$ cat src/rtl/grostl_pkg.sv
// Shared Grostl definitions: column type and the controller state encoding
// used by both the forward and inverse SubBytes stages.
package grostl_pkg;

  localparam int unsigned GROSTL_COL_BYTES = 8;

  typedef logic [0:GROSTL_COL_BYTES-1][7:0] grostl_col_t;

  typedef enum logic [1:0] {
    IDLE = 2'd0,
    BUSY = 2'd1,
    DONE = 2'd2
  } grostl_state_e;

endpackage

$ cat src/rtl/grostl_inv_sbox_lut.sv
// Combinational inverse AES S-box, one byte in, one byte out.
module grostl_inv_sbox_lut (
  input  logic [7:0] byte_i,
  output logic [7:0] byte_o
);

  localparam logic [7:0] InvSbox [256] = '{
    8'h52, 8'h09, 8'h6a, 8'hd5, 8'h30, 8'h36, 8'ha5, 8'h38,
    8'hbf, 8'h40, 8'ha3, 8'h9e, 8'h81, 8'hf3, 8'hd7, 8'hfb,
    8'h7c, 8'he3, 8'h39, 8'h82, 8'h9b, 8'h2f, 8'hff, 8'h87,
    8'h34, 8'h8e, 8'h43, 8'h44, 8'hc4, 8'hde, 8'he9, 8'hcb,
    8'h54, 8'h7b, 8'h94, 8'h32, 8'ha6, 8'hc2, 8'h23, 8'h3d,
    8'hee, 8'h4c, 8'h95, 8'h0b, 8'h42, 8'hfa, 8'hc3, 8'h4e,
    8'h08, 8'h2e, 8'ha1, 8'h66, 8'h28, 8'hd9, 8'h24, 8'hb2,
    8'h76, 8'h5b, 8'ha2, 8'h49, 8'h6d, 8'h8b, 8'hd1, 8'h25,
    8'h72, 8'hf8, 8'hf6, 8'h64, 8'h86, 8'h68, 8'h98, 8'h16,
    8'hd4, 8'ha4, 8'h5c, 8'hcc, 8'h5d, 8'h65, 8'hb6, 8'h92,
    8'h6c, 8'h70, 8'h48, 8'h50, 8'hfd, 8'hed, 8'hb9, 8'hda,
    8'h5e, 8'h15, 8'h46, 8'h57, 8'ha7, 8'h8d, 8'h9d, 8'h84,
    8'h90, 8'hd8, 8'hab, 8'h00, 8'h8c, 8'hbc, 8'hd3, 8'h0a,
    8'hf7, 8'he4, 8'h58, 8'h05, 8'hb8, 8'hb3, 8'h45, 8'h06,
    8'hd0, 8'h2c, 8'h1e, 8'h8f, 8'hca, 8'h3f, 8'h0f, 8'h02,
    8'hc1, 8'haf, 8'hbd, 8'h03, 8'h01, 8'h13, 8'h8a, 8'h6b,
    8'h3a, 8'h91, 8'h11, 8'h41, 8'h4f, 8'h67, 8'hdc, 8'hea,
    8'h97, 8'hf2, 8'hcf, 8'hce, 8'hf0, 8'hb4, 8'he6, 8'h73,
    8'h96, 8'hac, 8'h74, 8'h22, 8'he7, 8'had, 8'h35, 8'h85,
    8'he2, 8'hf9, 8'h37, 8'he8, 8'h1c, 8'h75, 8'hdf, 8'h6e,
    8'h47, 8'hf1, 8'h1a, 8'h71, 8'h1d, 8'h29, 8'hc5, 8'h89,
    8'h6f, 8'hb7, 8'h62, 8'h0e, 8'haa, 8'h18, 8'hbe, 8'h1b,
    8'hfc, 8'h56, 8'h3e, 8'h4b, 8'hc6, 8'hd2, 8'h79, 8'h20,
    8'h9a, 8'hdb, 8'hc0, 8'hfe, 8'h78, 8'hcd, 8'h5a, 8'hf4,
    8'h1f, 8'hdd, 8'ha8, 8'h33, 8'h88, 8'h07, 8'hc7, 8'h31,
    8'hb1, 8'h12, 8'h10, 8'h59, 8'h27, 8'h80, 8'hec, 8'h5f,
    8'h60, 8'h51, 8'h7f, 8'ha9, 8'h19, 8'hb5, 8'h4a, 8'h0d,
    8'h2d, 8'he5, 8'h7a, 8'h9f, 8'h93, 8'hc9, 8'h9c, 8'hef,
    8'ha0, 8'he0, 8'h3b, 8'h4d, 8'hae, 8'h2a, 8'hf5, 8'hb0,
    8'hc8, 8'heb, 8'hbb, 8'h3c, 8'h83, 8'h53, 8'h99, 8'h61,
    8'h17, 8'h2b, 8'h04, 8'h7e, 8'hba, 8'h77, 8'hd6, 8'h26,
    8'he1, 8'h69, 8'h14, 8'h63, 8'h55, 8'h21, 8'h0c, 8'h7d
  };

  assign byte_o = InvSbox[byte_i];

endmodule

$ cat src/rtl/grostl_inv_sub_bytes_serial.sv
// Serialized inverse SubBytes over one 8-byte column: BYTES_PER_CYCLE shared
// inverse S-boxes walk the column group by group, cnt selecting the group.
module grostl_inv_sub_bytes_serial
  import grostl_pkg::*;
#(
  parameter int unsigned BYTES_PER_CYCLE = 1
) (
  input  logic                                  clk,
  input  logic                                  rst,
  input  logic                                  in_valid,
  output logic                                  in_ready,
  input  logic [0:GROSTL_COL_BYTES-1][7:0]      din,
  output logic                                  out_valid,
  input  logic                                  out_ready,
  output logic [0:GROSTL_COL_BYTES-1][7:0]      dout,
  output logic                                  busy
);

  localparam int unsigned NumGroups = GROSTL_COL_BYTES / BYTES_PER_CYCLE;
  localparam int unsigned CntW      = (NumGroups > 1) ? $clog2(NumGroups) : 1;
  localparam logic [CntW-1:0] CntLast = CntW'(NumGroups - 1);

  grostl_state_e   state_q, state_d;
  logic [CntW-1:0] cnt_q, cnt_d;
  grostl_col_t     in_reg_q, in_reg_d;
  grostl_col_t     out_reg_q, out_reg_d;
  logic            out_valid_q, out_valid_d;
  logic            busy_q, busy_d;

  logic [2:0] grp_base;
  logic [7:0] lut_in  [BYTES_PER_CYCLE];
  logic [7:0] lut_out [BYTES_PER_CYCLE];

  // Reset masks in_ready so no handshake can complete while rst is high.
  assign in_ready = !rst && ((state_q == IDLE) || ((state_q == DONE) && out_ready));

  assign grp_base = 3'(int'(cnt_q) * int'(BYTES_PER_CYCLE));

  always_comb begin
    for (int k = 0; k < int'(BYTES_PER_CYCLE); k++) begin
      lut_in[k] = in_reg_q[grp_base + 3'(k)];
    end
  end

  for (genvar g = 0; g < BYTES_PER_CYCLE; g++) begin : g_lut
    grostl_inv_sbox_lut u_lut (
      .byte_i (lut_in[g]),
      .byte_o (lut_out[g])
    );
  end

  always_comb begin
    state_d   = state_q;
    cnt_d     = cnt_q;
    in_reg_d  = in_reg_q;
    out_reg_d = out_reg_q;
    unique case (state_q)
      IDLE: begin
        if (in_valid) begin
          in_reg_d = din;
          cnt_d    = '0;
          state_d  = BUSY;
        end
      end
      BUSY: begin
        for (int k = 0; k < int'(BYTES_PER_CYCLE); k++) begin
          out_reg_d[grp_base + 3'(k)] = lut_out[k];
        end
        cnt_d = cnt_q + 1'b1;
        if (cnt_q == CntLast) begin
          state_d = DONE;
        end
      end
      DONE: begin
        if (out_ready) begin
          if (in_valid) begin
            in_reg_d = din;
            cnt_d    = '0;
            state_d  = BUSY;
          end else begin
            state_d = IDLE;
          end
        end
      end
      default: state_d = IDLE;
    endcase
    out_valid_d = (state_d == DONE);
    busy_d      = (state_d == BUSY);
  end

  always_ff @(posedge clk) begin
    if (rst) begin
      state_q     <= IDLE;
      cnt_q       <= '0;
      in_reg_q    <= '0;
      out_reg_q   <= '0;
      out_valid_q <= 1'b0;
      busy_q      <= 1'b0;
    end else begin
      state_q     <= state_d;
      cnt_q       <= cnt_d;
      in_reg_q    <= in_reg_d;
      out_reg_q   <= out_reg_d;
      out_valid_q <= out_valid_d;
      busy_q      <= busy_d;
    end
  end

  assign out_valid = out_valid_q;
  assign busy      = busy_q;
  assign dout      = out_reg_q;

endmodule

$ cat config.mk
export PLATFORM = sky130hd
export DESIGN_NAME = grostl_inv_sub_bytes_serial
export DESIGN_NICKNAME = d
export VERILOG_FILES = /design/src/rtl/grostl_pkg.sv /design/src/rtl/grostl_inv_sbox_lut.sv /design/src/rtl/grostl_inv_sub_bytes_serial.sv
export SDC_FILE = /design/constraint.sdc
export NUM_CORES = 1
export LEC_CHECK = 0
export BUFFER_PORTS_ARGS = -buffer_cell sky130_fd_sc_hd__buf_2
export CAP_MARGIN = 10
export CORE_MARGIN = 2
export CORE_UTILIZATION = 30
export DETAILED_ROUTE_END_ITERATION = 8
export GPL_TIMING_DRIVEN = 0
export SLEW_MARGIN = 30
export SYNTH_ARGS = -nofsm -noshare
export SYNTH_HDL_FRONTEND = slang
export SYNTH_SLANG_ARGS = --single-unit
$ cat constraint.sdc
create_clock -name clk -period 3.2 [get_ports clk]
set_input_delay 0.16 -clock clk [delete_from_list [all_inputs] [get_ports clk]]
set_output_delay 0.16 -clock clk [all_outputs]
set_load 0.01 [all_outputs]
* After elaboration in Yosys (flattened, before gate mapping)
Memory sizes are Yosys's and may differ from the RTL's.
Index checks and enable logic that the tools add are counted.
Widths: inputs -> output; s select.
** Operators by class
- Bitwise logic cells :: 2
- Multiplexer cells :: 19
- Add/subtract/negate cells :: 1
- Reduce and logical (&&, ||, !) cells :: 10
- Eq/ne operators :: 6
- Magnitude comparators :: 3
** Operator list (number)
- $mux 64 :: 2
- $pmux 64 s2 :: 1
- $bwmux 64 :: 1
- $mux 8 :: 5
- $bmux 8 s3 :: 1
- $demux 8 s3 :: 1
- $ge 9x9->1 const B :: 1
- $not 8->9 :: 1
- $pmux 3 s3 :: 1
- $mux 2 :: 3
- $mux 3 :: 2
- $pmux 2 s3 :: 1
- $eq 2x1->1 const B :: 2
- $eq 2x2->1 const B :: 2
- $ge 4x4->1 const B :: 1
- $lt 4x1->1 const B :: 1
- $not 3->4 :: 1
- $reduce_and 2->1 :: 2
- $add 3x1->3 const B :: 1
- $eq 3x3->1 const B :: 1
- $logic_and 1x1->1 :: 3
- $reduce_bool 3->1 :: 1
- $logic_not 2->1 :: 1
- $ne 2x2->1 const B :: 1
- 4 further kinds :: 4
** Word-level totals
- Memories kept :: 1
- ROM bits :: 2048
- Bits in registers :: 135
- Bits of input ports :: 68
** Memory list
- (name not given) :: depth 256, bits a word 8, rd ports 1, clocked after memory_dff 0, write ports 0, RTL line grostl_inv_sbox_lut.sv:42 : assign byte_o = InvSbox[byte_i];

* Depth between registers and ports, before layout
Gate-level depths: netlist (run 1).
- Depth after elaboration :: 9
- Gate-level depth with buffers :: 15

* Cells and area by module
From an unflattened synthesis (run 1), not the netlist that was laid out.
** Unflattened totals
- Cell total of the unflattened synthesis :: 1128
- Area total of the unflattened synthesis :: 9587.9 um^2
** By module, submodules not included
- grostl_inv_sub_bytes_serial :: sequential area each 2702.6 um^2, times used 1, cells an instance 586, area each 6179.7 um^2
- grostl_inv_sbox_lut :: sequential area each 0.0 um^2, times used 1, cells an instance 542, area each 3408.3 um^2

* Worst setup path before layout (run 1)
OpenSTA, ideal clock, no wires.
- Path kind :: reg-to-reg
- Start point :: register cnt_q[0]
- End point :: register out_reg_q (netlist bit dout[60])
- Arrival time :: 3.153 ns
- Stages on the path, launching flop included :: 13
- Setup slack :: -0.095 ns
- Path through :: dfxtp_1 mux4_1 mux2i_4 inv_4 buf_6 buf_2 buf_2 ha_1 or3_1 a311oi_1 a211oi_1 o211ai_2 a311oi_1
** Between the ends
- Word-level cells in the longest chain between the ends :: 9
- Elaborated cells on any way between the ends :: 14
- Those cells by class :: order compare: 2; mux: 8; bitwise: 2; reduce/logical: 1; memory: 1
** Ends and longest elaborated chain
- start: declaration :: RTL line grostl_inv_sub_bytes_serial.sv:24 : logic [CntW-1:0] cnt_q, cnt_d;
- start signal: assignment :: RTL line grostl_inv_sub_bytes_serial.sv:101 : cnt_q <= cnt_d;
- $not 3->4 (implied by the code) (*) :: RTL line grostl_inv_sub_bytes_serial.sv:41, grostl_inv_sub_bytes_serial.sv:67
- $bmux 8 s3 :: RTL line grostl_inv_sub_bytes_serial.sv:41 : lut_in[k] = in_reg_q[grp_base + 3'(k)];
- $mux 8 (implied by the code) (2 in series) :: RTL line grostl_inv_sub_bytes_serial.sv:41
- $not 8->9 (implied by the code) :: RTL line grostl_inv_sbox_lut.sv:42
- $mem_v2 256x8
- $mux 8 (implied by the code) (2 in series) :: RTL line grostl_inv_sbox_lut.sv:42
- $bwmux 64 (*) :: RTL line grostl_inv_sub_bytes_serial.sv:67 : out_reg_d[grp_base + 3'(k)] = lut_out[k];
- end signal: assignment :: RTL line grostl_inv_sub_bytes_serial.sv:103 : out_reg_q <= out_reg_d;
- end: declaration :: RTL line grostl_inv_sub_bytes_serial.sv:26 : grostl_col_t out_reg_q, out_reg_d;
Every way passes the cells marked *; elsewhere a longest branch is shown, timed or not. The select of a mux whose other input is x is not followed.
A chain may end at the register's enable or synchronous reset.

* Final worst setup path (run 1)
- Start point :: register cnt_q[0]
- End point :: register out_reg_q (netlist bit dout[58])
Same word-level chain as after synthesis.

==> impl_metrics.csv, run 1 <==
group,metric,value,unit
status,status,"finished, violations left",
status,violations,"negative setup slack",
place,dpl.hpwl,38740,um
synthesis,ys.flop_type,"dfxtp_1",
sta,worst_pin_slew,0.8744,ns
sta,max_slew_margin,41.49,%
global_routing,grt_pass1_vias,11470,
global_routing,grt_overflow,0,
min_path,hold_path_class,"in2reg",
power_and_ir_drop,p_leak,5.202,nW
global_routing,grtUsageTotal,34.98,%
sta,finalSetupViolations,64,
synthesis,synth_edf_count,0,
layout,drive_gt1_share,39.48,%
power_and_ir_drop,internal_power,4.166,mW
critical_path,worstSetupPathType,"reg2reg",
die,die_w,177.7,um
cts,cts_tree,"yes",
place,dpl_cell_area,10260,um2
route,wl_per_cell,29.82,um
sta,whs,0.007605,ns
critical_path,cp-end-kind,"flop",
power_and_ir_drop,combPwrFrac,39.3,%
route,remaining_drc_errors,0,
sta,post-route-min-period,3.496,ns
power_and_ir_drop,net-switching-power,2.584,mW
route,drt_wl_total,56010,um
cts,cts_root_buf,"clkbuf_16",
layout,fillers,2806,
synthesis,async_flop_share,0,%
power_and_ir_drop,powerDensity,469.9,nW/um2
layout,multi_input_area,7305,um2
power_and_ir_drop,max-vdd-ir-drop,0.3159,mV
global_routing,grt_pass1_wl,79300,um
synthesis,synth.area.top_cells,"dfxtp_1 (30%), nand2_1 (7.9%), a21oi_1 (6.2%), nor2_1 (4.8%), a311oi_1 (4.8%)",
global_routing,grt_max_degree,17,
global_routing,antenna_found_initial,2,
sta,fin_tns_setup,-14.23,ns
synthesis,syn_nets,1267,
synthesis,yosys.area.top_type,"dfxtp_1",
die,fp-row-count,63,
synthesis,ys_seq_elements,135,
synthesis,ys_seq_area_share,29.84,%
layout,nets,1565,
die,core-area,29720,um2
die,ios,135,
route,drtIter0Drc,1117,
cts,htreeDepth,4,
critical_path,arrival,3.81,ns
die,start_util,30.47,%
die,dieArea,31590,um2
cts,cts.clk_slew.worst_paths,0.07,ns
synthesis,ys_types,77,
power_and_ir_drop,swShare,38.28,%
sta,rsz0062_at_grt,"true",
layout,syn_to_final_growth,58.59,%
place,place.gp.congestion,1.029,
cts,ctsLongestPathBuffers,2,
cts,clk_latency,0.43,ns
layout,seq_area,2706,um2
power_and_ir_drop,seqPwrFrac,26.7,%
route,dr.pass1.iters,6,
synthesis,avgSynthCellArea,7.694,um2
synthesis,yosysTopAreaCellShare,29.84,%
job,drv_cap,0,
sta,min_period_over_period,109.3,%
layout,fin_util,48.33,%
sta,fmax,286.0,MHz
sta,worst_slack,-0.2963,ns
cts,clock-sinks,135,
route,antenna_left,0,
sta,fin_skew,0.02352,ns
die,dieHeight,177.7,um
critical_path,crit_fanout,8,
sta,finalMaxSlewViolations,0,
sta,hold_viol,0,
synthesis,syn-cell-area,9056,um2
power_and_ir_drop,pwr-share-clk,34.1,%
critical_path,required,3.51,ns
cts,cts_made_buffers,17,
synthesis,yosysWarnings,0,
layout,finish.instance_area,14360,um2
route,routed_via_density,6.272,
critical_path,startpoint_type,"flop",
route,num_vias,11780,
place,portBuffers,133,
synthesis,synthCells,1177,
-- power groups by stage --
stage | sequential (mW) | combinational [mW] | clock (mW)
after floorplan | 1.83 | 0.958 | 0
after global placement | 1.83 | 1.74 | 0
after detailed placement | 1.84 | 1.70 | 0
after CTS | 1.80 | 2.39 | 2.32
after global routing | 1.81 | 2.71 | 2.39
final | 1.80 | 2.65 | 2.30
-- cells by family after synthesis --
family,synth area share (%)
simple gates,21.47
xor+xnor,0.1935
mux,7.004
buf+inv,6.397
compound gates,32.05
fa+ha+maj,3.039
flops,29.84
-- final timing paths --
kind / start / to / slack [ns] / cells past startpoint
worst max-delay path: cnt_q[0] / dout[58] / -0.30 / 14
worst min-delay path: out_ready / state_q[0] / 0.008 / 3
worst max register to register: cnt_q[0] / dout[58] / -0.30 / 14
worst min register to register: in_reg_q[8] / in_reg_q[8] / 0.45 / 2
-- Yosys cell counts (5+ instances only) --
| library cell | n |
|---|---|
| clkbuf_1 | 61 |
| a22oi_1 | 6 |
| inv_1 | 6 |
| mux4_2 | 14 |
| a31oi_1 | 25 |
| o311ai_0 | 5 |
| buf_2 | 38 |
| buf_6 | 6 |
| nand3b_1 | 10 |
| a211o_1 | 5 |
| a32oi_1 | 5 |
| nor2b_1 | 5 |
| a311oi_1 | 50 |
| o211ai_1 | 22 |
| o22ai_1 | 10 |
| nor3_1 | 29 |
| mux2_2 | 6 |
| nand2_1 | 190 |
| ha_1 | 22 |
| nor2_1 | 117 |
| nand2b_1 | 7 |
| buf_4 | 7 |
| nand3_1 | 44 |
| a21oi_1 | 112 |
| mux2i_1 | 14 |
| nor3b_1 | 10 |
| dfxtp_1 | 135 |
| o21ai_0 | 59 |
| nand4_1 | 14 |
| o221ai_1 | 10 |
| a211oi_1 | 23 |
| o31ai_1 | 15 |
| o32ai_1 | 7 |
-- what timing repair did --
| action | in CTS | in global routing |
|---|---|---|
| resized for setup | 352 | 83 |
| hold buffers | 55 | 0 |
| pin swaps | 82 | 45 |
| buffers inserted | 70 | 20 |
| gates cloned | 2 | 1 |
| endpoints found under the setup margin | 64 | 64 |
| hold endpoints to repair | 55 | 0 |
-- sequential cells by signal (all words and copies together), names as in the netlist --
signal,cells
dout,64
busy,1
out_valid,1
cnt_q,3
in_reg_q,64
state_q,2
-- cells in the final DEF (no fill, tap or decap), drive strengths merged, types with 5 or more instances in the layout --
cell,instances
a311oi,51
bufinv,5
mux2i,17
mux2,6
nor3b,10
nand2b,7
dlygate4sd3,55
a211oi,23
o221ai,10
a31oi,25
a21oi,117
a32oi,6
ha,22
a22oi,6
a211o,5
clkbuf,77
o21ai,63
o32ai,9
nor2,118
nand3b,10
inv,14
o22ai,11
o211ai,24
nor3,29
dfxtp,135
o31ai,15
o2111ai,5
o311ai,7
nand4,14
mux4,16
nand2,192
nand3,46
buf,279
nor2b,5
-- per-stage QoR --
step	cells	total power, mW	setup WS (ns)
global placement	1700	3.575	-2.143
global route	1877	6.908	-0.3221
floorplan	1177	2.788	0.008815
CTS	1856	6.506	-0.2009
finish	1878	6.750	-0.2963
detailed placement	1702	3.535	-1.909
-- worst max-delay path: stages (launching register included) --
cell and delay, ns:
dfxtp_4 0.44, buf_12 0.15, mux4_2 0.56, mux2i_4 0.23, inv_2 0.10, buf_12 0.17, ha_4 0.23, buf_12 0.15
nand2_8 0.09, nand2_2 0.05, o211ai_1 0.65, o221ai_4 0.20, buf_12 0.19, nand4_1 0.08, nand3_1 0.08
-- routing by layer --
metal	wire length, um	up-vias	global-route usage, %
met5	0	-	0
met4	3557	0	19.30
met3	5278	221	9.469
met2	24830	747	54.46
met1	22340	5758	43.68
li1	-	5053	-
-- final cells by class --
type	instances	area share, %
multi-input cells	920	50.86
diodes	1	0.01742
well taps	390	3.398
plain buffers	111	6.542
clock inverters	14	1.629
clock buffers	17	2.962
flip-flops and latches	135	18.84
inverters	7	0.3833
repair buffers	283	15.37
Power figures use the tool's default switching activity.
==> run 2: changes to the inputs <==
CELL_PAD_IN_SITES_DETAIL_PLACEMENT = 0   (was default)
CELL_PAD_IN_SITES_GLOBAL_PLACEMENT = 1   (was default)
PLACE_DENSITY_LB_ADDON = 0.1   (was default)
==> run 2 against run 1 <==
  * The flow still finishes with violations (negative setup slack)
  * Register-to-register slack improved by 0.03 ns
  * Sequential cell count stayed put
  * Count of clock-buffer cells in the layout rose by 1
  * Core utilization is 0.47 points higher
  * Largest power group unchanged
==> impl_metrics.csv, run 2 (same netlist as run 1, synthesis figures left out) <==
group,metric,value,unit
global_routing,grt_pass1_wl,76980,um
job,drv_cap,0,
layout,final_cells,1878,
sta,post-route-min-period,3.467,ns
layout,drive_gt1_share,38.94,%
sta,fin_tns_setup,-10.33,ns
route,drt_wl_total,54180,um
power_and_ir_drop,seqPwrFrac,27.1,%
global_routing,grt_pass1_vias,11300,
sta,worst_slack,-0.2669,ns
sta,rsz0062_at_grt,"true",
critical_path,crit_fanout,10,
cts,cts.clk_slew.worst_paths,0.07,ns
route,wl_met3,5429,um
route,wl_met1,21100,um
route,num_vias,11600,
sta,min_period_over_period,108.3,%
route,antenna_left,0,
place,dpl_cell_area,10250,um2
critical_path,arrival,3.81,ns
min_path,hold_path_class,"in2reg",
critical_path,startpoint_type,"flop",
cts,cts_tree,"yes",
power_and_ir_drop,net-switching-power,2.511,mW
layout,syn_to_final_growth,60.13,%
die,dieArea,31590,um2
sta,finalMaxSlewViolations,0,
die,start_util,30.47,%
die,core-area,29720,um2
place,dpl.hpwl,37710,um
power_and_ir_drop,swShare,37.75,%
route,wl_per_cell,28.85,um
sta,fmax,288.4,MHz
cts,cts_root_buf,"clkbuf_16",
place,place_inst,1700,
power_and_ir_drop,p_leak,5.160,nW
die,dieHeight,177.7,um
cts,htreeDepth,4,
critical_path,cp-end-kind,"flop",
global_routing,antenna_found_initial,1,
status,status,"finished, violations left",
place,place.gp.congestion,1.015,
route,remaining_drc_errors,0,
layout,fin_util,48.80,%
sta,worst_pin_slew,0.9695,ns
sta,whs,0.01552,ns
layout,layout_commonest_cell,"nand2_1",
place,place_ws,-1.800,ns
power_and_ir_drop,internal_power,4.140,mW
layout,final_cell_mix,"nand2_1 (175), buf_2 (146), dfxtp_1 (134)",
route,dr.pass1.iters,7,
cts,clock-sinks,135,
status,violations,"negative setup slack",
sta,fin_skew,0.01535,ns
global_routing,grt_max_degree,17,
route,routed_via_density,6.179,
power_and_ir_drop,max-vdd-ir-drop,0.3419,mV
power_and_ir_drop,totalPowerFinal,6.651,mW
die,die_w,177.7,um
layout,nets,1565,
cts,ctsLongestPathBuffers,2,
route,wl_met2,23700,um
cts,cts_made_buffers,17,
power_and_ir_drop,combPwrFrac,39.6,%
critical_path,worstSetupPathType,"reg2reg",
route,drtIter0Drc,1160,
power_and_ir_drop,powerDensity,458.7,nW/um2
layout,finish.instance_area,14500,um2
global_routing,grt_overflow,0,
critical_path,required,3.54,ns
cts,clk_latency,0.43,ns
sta,hold_viol,0,
power_and_ir_drop,pwr-share-clk,33.3,%
place,portBuffers,133,
route,highest_layer,"met4",
sta,finalSetupViolations,64,
die,ios,135,
layout,fillers,2909,
global_routing,grtUsageTotal,34.01,%
die,fp-row-count,63,
sta,max_slew_margin,34.77,%
==> run 2: power by group through the flow <==
stage | sequential, mW | combinational (mW) | clock [mW]
finish | 1.80 | 2.63 | 2.22
floorplan | 1.83 | 0.958 | 0
global placement | 1.84 | 1.74 | 0
detailed placement | 1.84 | 1.69 | 0
global route | 1.81 | 2.69 | 2.32
CTS | 1.80 | 2.40 | 2.26
==> run 2: final cells by class <==
type                       instances  area [um2]  share of cell area, %
multi-input combinational        920        7408                  51.09
clock inverter                    13       215.2                  1.484
timing repair buffer             283        2298                  15.85
sequential                       135        2706                  18.66
inverter                           7       43.79                 0.3020
antenna                            1       2.502                0.01726
clock buffer                      18       429.2                  2.959
buffer                           111       909.6                  6.273
tap                              390       488.0                  3.365
==> run 2: path summary, 6_finish.rpt <==
| check | slack, ns | cells past startpoint | startpoint | end |
|---|---|---|---|---|
| setup / recovery | -0.27 | 12 | cnt_q[0] | dout[28] |
| setup reg to reg | -0.27 | 12 | cnt_q[0] | dout[28] |
| hold reg to reg | 0.45 | 2 | in_reg_q[27] | in_reg_q[27] |
| hold / removal | 0.02 | 3 | out_ready | state_q[0] |
==> run 2: metal layers <==
metal | vias to the layer above | global-route usage [%]
met5 | - | 0
met1 | 5524 | 42.46
met3 | 255 | 7.969
li1 | 5050 | -
met2 | 775 | 52.66
met4 | 0 | 21.35
==> run 2: critical path, stage by stage, from the launching register on <==
cell and delay (ns):
dfxtp_4 0.44, buf_12 0.16, mux4_2 0.60, mux2i_4 0.20
buf_6 0.18, ha_4 0.26, clkbuf_8 0.21, o21ai_2 0.14
nand2_1 0.15, a211oi_4 0.46, o211ai_4 0.12, buf_12 0.19
a311oi_1 0.24
==> run 2: timing repair <==
item / CTS / global route
endpoints found under the setup margin: 64 / 64
setup buffers: 71 / 13
endpoints found under the hold margin: 64 / 0
gates resized for setup: 364 / 75
pin swaps: 106 / 40
hold buffers: 64 / 0
gates cloned: 4 / 0
